`src/rtl/register_file_sb.sv`:
```
// Integer register file with a write-pending scoreboard and busy count.
// Define REGFILE_BYPASS_EN to forward same-cycle writeback data to the read ports.
module register_file_sb #(
  parameter  int XLEN = 32,
  parameter  int NREG = 32,
  localparam int AW   = $clog2(NREG)
) (
  input  logic            clk,
  input  logic            rst_n,
  input  logic [AW-1:0]   A1,
  input  logic [AW-1:0]   A2,
  output logic [XLEN-1:0] RD1,
  output logic [XLEN-1:0] RD2,
  output logic            BUSY1,
  output logic            BUSY2,
  input  logic            WE3,
  input  logic [AW-1:0]   A3,
  input  logic [XLEN-1:0] WD3,
  input  logic            ISS,
  input  logic [AW-1:0]   ISS_A,
  output logic [AW:0]     NBUSY
);

  localparam logic [AW:0] LIM = NREG[AW:0];

  function automatic logic f_ok(input logic [AW-1:0] a);
    return (a != '0) && ({1'b0, a} < LIM);
  endfunction

  logic [XLEN-1:0] r_regs [NREG];
  logic [NREG-1:0] r_busy;
  logic [AW:0]     r_nbusy;

  logic            w_we_ok;
  logic            w_iss_ok;
  logic [NREG-1:0] w_we_dec;
  logic [NREG-1:0] w_iss_dec;
  logic            w_set;
  logic            w_clr;
  logic [AW:0]     w_nbusy_nxt;

  always_comb begin
    w_we_ok   = WE3 && f_ok(A3);
    w_iss_ok  = ISS && f_ok(ISS_A);
    w_we_dec  = '0;
    w_iss_dec = '0;
    for (int i = 1; i < NREG; i++) begin
      w_we_dec[i]  = w_we_ok  && (A3    == AW'(i));
      w_iss_dec[i] = w_iss_ok && (ISS_A == AW'(i));
    end
  end

  // count only real bit transitions; issue wins a same-address write
  always_comb begin
    w_set = w_iss_ok && !(|(w_iss_dec & r_busy));
    w_clr = |(w_we_dec & r_busy & ~w_iss_dec);
    w_nbusy_nxt = r_nbusy
                + (AW+1)'(w_set)
                - (AW+1)'(w_clr);
  end

  always_ff @(posedge clk or negedge rst_n) begin
    if (!rst_n) begin
      r_busy  <= '0;
      r_nbusy <= '0;
      for (int i = 0; i < NREG; i++)
        r_regs[i] <= '0;
    end else begin
      for (int i = 1; i < NREG; i++)
        if (w_we_dec[i])
          r_regs[i] <= WD3;
      r_busy  <= (r_busy & ~w_we_dec) | w_iss_dec;
      r_nbusy <= w_nbusy_nxt;
    end
  end

  logic [XLEN-1:0] w_rd1;
  logic [XLEN-1:0] w_rd2;
  logic            w_bz1;
  logic            w_bz2;

  always_comb begin
    w_rd1 = '0;
    w_bz1 = 1'b0;
    if (f_ok(A1)) begin
      w_rd1 = r_regs[A1];
      w_bz1 = r_busy[A1];
    end
`ifdef REGFILE_BYPASS_EN
    if (rst_n && w_we_ok && (A3 == A1)) begin
      w_rd1 = WD3;
      w_bz1 = w_iss_ok && (ISS_A == A1);
    end
`endif
  end

  always_comb begin
    w_rd2 = '0;
    w_bz2 = 1'b0;
    if (f_ok(A2)) begin
      w_rd2 = r_regs[A2];
      w_bz2 = r_busy[A2];
    end
`ifdef REGFILE_BYPASS_EN
    if (rst_n && w_we_ok && (A3 == A2)) begin
      w_rd2 = WD3;
      w_bz2 = w_iss_ok && (ISS_A == A2);
    end
`endif
  end

  assign RD1   = w_rd1;
  assign RD2   = w_rd2;
  assign BUSY1 = w_bz1;
  assign BUSY2 = w_bz2;
  assign NBUSY = r_nbusy;

endmodule

```
`config.mk`:
```
export PLATFORM = sky130hd
export DESIGN_NAME = register_file_sb
export DESIGN_NICKNAME = d
export VERILOG_FILES = /design/src/rtl/register_file_sb.sv
export SDC_FILE = /design/constraint.sdc
export NUM_CORES = 2
export LEC_CHECK = 0
export ABC_AREA = 1
export ABC_CLOCK_PERIOD_IN_PS = 4600
export CAP_MARGIN = 20
export CELL_PAD_IN_SITES_DETAIL_PLACEMENT = 1
export CELL_PAD_IN_SITES_GLOBAL_PLACEMENT = 2
export CORE_MARGIN = 2
export CORE_UTILIZATION = 40
export DETAILED_ROUTE_END_ITERATION = 10
export PLACE_DENSITY = 0.83
export SLEW_MARGIN = 25
export SYNTH_ARGS = -nofsm -noshare
export SYNTH_HDL_FRONTEND = slang
export SYNTH_SLANG_ARGS = --single-unit
```
`constraint.sdc`:
```
create_clock -name clk -period 4.6 [get_ports clk]
set_input_delay 0.46 -clock clk [delete_from_list [all_inputs] [get_ports clk]]
set_output_delay 0.46 -clock clk [all_outputs]
set_load 0.02 [all_outputs]
```
# Word level (Yosys, flattened, before mapping)
# Index checks and enable logic that the tools add are counted.
[op_classes]
addsub = 2
multipliers = 0
div_mod_pow = 0
magnitude_cmp = 4
eq_ne = 62
shifts = 0
n_mux = 14
bitwise = 9
n_reduce_logical = 72
[op_table]
columns = ["cell", "count"]
rows = [
  ["$bmux W32 S5", 2],
  ["$mux W32", 6],
  ["$eq A5 B5 Y1 const B", 32],
  ["$and A32 B32 Y32", 4],
  ["$eq A5 B4 Y1 const B", 16],
  ["$logic_and A1 B1 Y1", 65],
  ["$not A32 Y32", 2],
  ["$reduce_or A32 Y1", 2],
  ["$eq A5 B3 Y1 const B", 8],
  ["$or A32 B32 Y32", 1],
  ["$eq A5 B2 Y1 const B", 4],
  ["$reduce_bool A5 Y1", 4],
  ["$ge A6 B6 Y1 const B", 2],
  ["$lt A5 B6 Y1 const B", 2],
  ["$not A5 Y6", 2],
  ["$bmux W1 S5", 2],
  ["$eq A5 B1 Y1 const B", 2],
  ["$add A6 B1 Y6", 1],
  ["$sub A6 B1 Y6", 1],
  ["$mux W1", 4],
  ["$logic_not A1 Y1", 1],
]
[word_totals]
ff_bits = 1030
latchBits = 0
ram_bits = 0
romBits = 0
in_bits = 56
out_inout_bits = 72
wordCells = 196
n_memories = 0

# Logic depth before layout (Yosys ltp)
[logic_depth]
depth_word = 9
ltp_mapped = 19
ltp_nobuf = 19

# Worst setup path after synthesis
# OpenSTA, ideal clock, no wires.
[synth_timing]
path_kind = "input to register"
from = "input port ISS_A[2]"
to = "register r_nbusy[4], in the netlist NBUSY[4]"
setup_time_ps = 79
arrival_ps = 2647
setup_slack_ps = 1874
cell_stages = 18
cell_sequence = "nor2_1 nand2_1 nand3_1 inv_2 buf_2 nand3_1 nand2_1 nor2_1 nand2_1 nor2_1 nand2_1 ha_1 inv_1 ha_1 inv_1 fa_1 o21ai_0 xor2_1"
[synth_via]
elab_chain_len = 9
elab_cells_between_ends = 73
cone_classes = "2 x add/sub; 31 x eq/ne; 3 x bitwise; 37 x reduce/logical"
[synth_lines]
columns = ["element", "line_no", "text"]
rows = [
  ["start: declaration", "20", "input logic [AW-1:0] ISS_A,"],
  ["$reduce_bool A5 Y1", "27", "return (a != '0) && ({1'b0, a} < LIM);"],
  ["$logic_and A1 B1 Y1", "44", "w_iss_ok = ISS && f_ok(ISS_A);"],
  ["$logic_and A1 B1 Y1", "49", "w_iss_dec[i] = w_iss_ok && (ISS_A == AW'(i));"],
  ["$and A32 B32 Y32", "55", "w_set = w_iss_ok && !(|(w_iss_dec & r_busy));"],
  ["$reduce_or A32 Y1", "55", ""],
  ["$logic_not A1 Y1", "55", ""],
  ["$logic_and A1 B1 Y1", "55", ""],
  ["$add A6 B1 Y6", "58", "+ (AW+1)'(w_set)"],
  ["$sub A6 B1 Y6 *", "59", "- (AW+1)'(w_clr);"],
  ["via w_nbusy_nxt[4]", "40", "logic [AW:0] w_nbusy_nxt;"],
  ["end signal: assignment", "73", "r_nbusy <= w_nbusy_nxt;"],
  ["end: declaration", "32", "logic [AW:0] r_nbusy;"],
]
# The timed path passes the listed nets; every way through them passes the cells marked *.
# A chain may end at the register's enable or synchronous reset.

# Worst setup path after layout
[layout_timing]
from = "input port A1[1]"
to = "output port RD1[27]"
[layout_via]
elab_chain_len = 5
elab_cells_between_ends = 6
cone_classes = "4 x mux; 1 x bitwise; 1 x reduce/logical"
[layout_lines]
columns = ["element", "line_no", "text"]
rows = [
  ["start: declaration", "10", "input logic [AW-1:0] A1,"],
  ["$not A5 Y6 (not written as such)", "86", "w_rd1 = r_regs[A1];"],
  ["$bmux W32 S5", "86", ""],
  ["$mux W32 (not written as such) (2 in series)", "86", ""],
  ["$mux W32 *", "85", "if (f_ok(A1)) begin"],
  ["end: declaration", "12", "output logic [XLEN-1:0] RD1,"],
]
# Mark *: on every way between the ends. The rest lies on a longest branch, timed or not. The select of a mux whose other input is x is not followed.

==> metrics.md <==
| Metric | Value |
|---|---|
| Status | `finished, final reports clean` |
| Post-Syn Area | `55700 um^2` |
| Cell taking the most area after synthesis | `dfrtp_1` |
| Most common cell in the netlist | `nand2_1` |
| Die Wd | `about 380 um` |
| Worst path buffer plus inverter count | `3` |
| Synth Register Bits | `about 1000` |
| Root Buffer | `clkbuf_16` |
| Global-route wire length before repair | `382000 um` |
| Mean area per synthesized cell | `around 7.3 um^2` |
| Detailed Place HPWL | `153000 um` |
| Clk_lat worst skew | `780 ps` |
| CP cell instances | `clkbuf_8 -> inv_8 -> nand2_2 -> o22ai_1 -> o211ai_1 -> nand2_1 -> nand2_1 -> nand2_1 -> clkdlybuf4s50_1` |
| Pre-Repair DR Iteration Count | `5` |
| Post-synth top area share | `0.462` |
| Worst rel slew slack | `0.266` |
| Largest net degree at the start of global routing | `147` |
| Post-synth EDFFs | `0` |
| Critical path's slowest cell | `nand2_2` |
| Inserted Clock Buffers | `130` |
| Post-layout util | `0.456` |
| Overall Power | `28.6 mW` |
| Die Y | `between 300 and 400 um` |
| Initial drt markers | `between 6000 and 7000` |
| Die area | `roughly 140000 um^2` |
| Synth cell types | `34` |
| Hold Vio Cnt, Final | `0` |
| Core ar. | `between 100000 and 150000 um^2` |
| Max-cap violations | `0` |
| CP Class | `in -> out` |
| Share of cells above drive strength 1 | `0.0687` |
| Slew @ Worst Pin | `1100 ps` |
| Final Wtd Congestion | `0.905` |
| Clk buf depth | `3` |
| Crit-path max cell delay | `630 ps` |
| Synth top area cells | `dfrtp_1, o21ai_0, nand2_1` |
| Mapped Cells | `around 7600` |
| Nets | `7421` |
| IO buf count | `127` |
| Synth Flop Type | `dfrtp_1` |
| Setup violators final | `0` |
| Synth cell count leaders | `nand2_1, o21ai_0, dfrtp_1, nor2_1, nand3_1` |
| Post-synthesis sequential area ratio | `0.462` |
| Placed Area | `about 58000 um^2` |
| Max Slew Vio Count | `0` |
| Wire per inst | `~28 um` |
| Row cnt | `between 100 and 150` |
| Crit path capture type | `output pin` |
| Total track usage | `0.358` |
| P&R area growth vs syn | `12.8%` |
| I/O pins | `128` |
| Post-route minimum period | `3990 ps` |
| H-tree depth | `4` |
| CTS resizes | `0` |
| Worst Path Arrival | `3530 ps` |
| CTS tree | `done` |
| Initial Util | `0.404` |
| Critical path startpoint category | `input pin` |
| Syn_nets | `7664` |
| Worst Slack Setup Final | `613 ps` |
| Max Clk Rate | `roughly 0.25 GHz` |
| Final worst path period share | `0.867` |
| Number of antenna violations at the first check in global routing | `20` |
| Ys async rst share | `1.00` |
| Place WS | `480 ps` |
| Post-CTS setup buffer count | `0` |
| Final TNS setup | `0 ps` |
| Static Leak | `27.7 nW` |
| RSZ-0062 raised after global routing | `false` |
| CP required | `4140 ps` |
| CP dominant cell by count | `nand2_1` |
| Largest delay share family, worst path | `simple AND/OR/NAND/NOR gates` |
| Vias in the first global route | `56952` |
| Post-Route WL | `approximately 260000 um` |
| Post-route ant nets | `0` |
| Maximum vdd ir drop | `roughly 0.00033 V` |
| HP Class | `in -> async` |
| Yosys synthesis warning count | `32` |
| Reg clk slew, reported paths | `60 ps` |
| Remaining global-route overflow | `0` |
| DRC | `0` |
| Vias | `56884` |
| Design Area, Final | `around 63000 um^2` |
| PwrDens | `455 nW/um^2` |
| CP Max Fanout | `42` |
| Routed vias/inst | `6.14` |
| Clock sinks | `1029` |
| Clk_skew | `approximately 20 ps` |
-- through the flow --
step	cells	hold WS (ps)
6_report	9259	350
5_1_grt	9253	375
4_1_cts	9248	298
3_5_place_dp	9019	474
3_3_place_gp	9019	466
2_1_floorplan	7601	164
-- registers in the layout, indices dropped and copies added (netlist names) --
signal,cells
r_busy,31
NBUSY,6
r_regs,992
-- where the power goes --
part | leakage, nW | switching [mW] | internal, mW
registers | 13.1 | 1.36 | 10.8
logic | 12.4 | 3.76 | 1.98
clock network | 2.17 | 4.23 | 6.37
-- layout by cell type (no fill, tap or decap), types with 43 or more instances in the layout --
cell type	Yosys	routed
o21ai_1	168	168
nand4_1	83	83
buf_12	0	54
dfrtp_1	1029	1029
nor2_1	624	618
o21ai_0	1618	1618
inv_1	276	236
clkbuf_16	0	139
nand2_1	1919	1918
nand3_1	427	417
o22ai_1	139	139
clkdlybuf4s50_1	0	78
o211ai_1	192	192
a21oi_1	317	317
buf_4	17	165
a22oi_1	43	43
-- cell type report --
cell class,count,area (um^2)
fill,17016,75000
timing repair buffer,306,3200
clock inverter,32,330
sequential,1029,25700
antenna,11,27.5
multi-input combinational,5595,26100
clock buffer,196,4040
inverter,296,1160
tap,1794,2240
-- metal layers --
metal,up-vias,track usage,wire [um]
li1,25132,-,-
met1,28805,0.505,113000
met2,2421,0.548,113000
met3,516,0.0680,22000
met4,10,0.127,8180
met5,-,0,69
-- worst register-to-register path, cell delays in order (launching register included) --
cell and delay, ps:
dfrtp_1 460, o21ai_0 300, nand4_1 120, nor2_1 120, nand2_1 110, nor2_1 140, nand2_1 90, ha_1 290
inv_1 60, ha_1 150, inv_1 60, fa_1 430, o21ai_0 250, xor2_1 200
-- worst paths after layout --
path                             startpoint           to  slack [ps]  cells past startpoint
worst min register to register  r_regs[911]  r_regs[911]         490                      2
worst max register to register   r_busy[16]     NBUSY[4]        1710                     13
max in group asynchronous             rst_n  r_regs[437]        3030                      3
worst min-delay path                  rst_n  r_regs[524]         350                      2
min in group clk                    WD3[30]  r_regs[990]         350                      3
worst max-delay path                  A1[1]      RD1[27]         610                      9
-- repair_timing --
item,in CTS,in global routing
setup endpoints to repair,0,0
endpoints found under the hold margin,55,0
hold buffers,1,0
-- cells by family (layout without fill, tap and decap cells) --
kind of cell	after synthesis	in the layout	share of synthesized area
compound gates	2511	2511	0.241
fa+ha+maj	7	7	0.00171
simple gates	3072	3072	0.221
buf+inv	977	830	0.0729
other cells	0	11	0
flops	1029	1029	0.462
xor+xnor	5	5	0.000786
(Power assumes the default switching activity.)
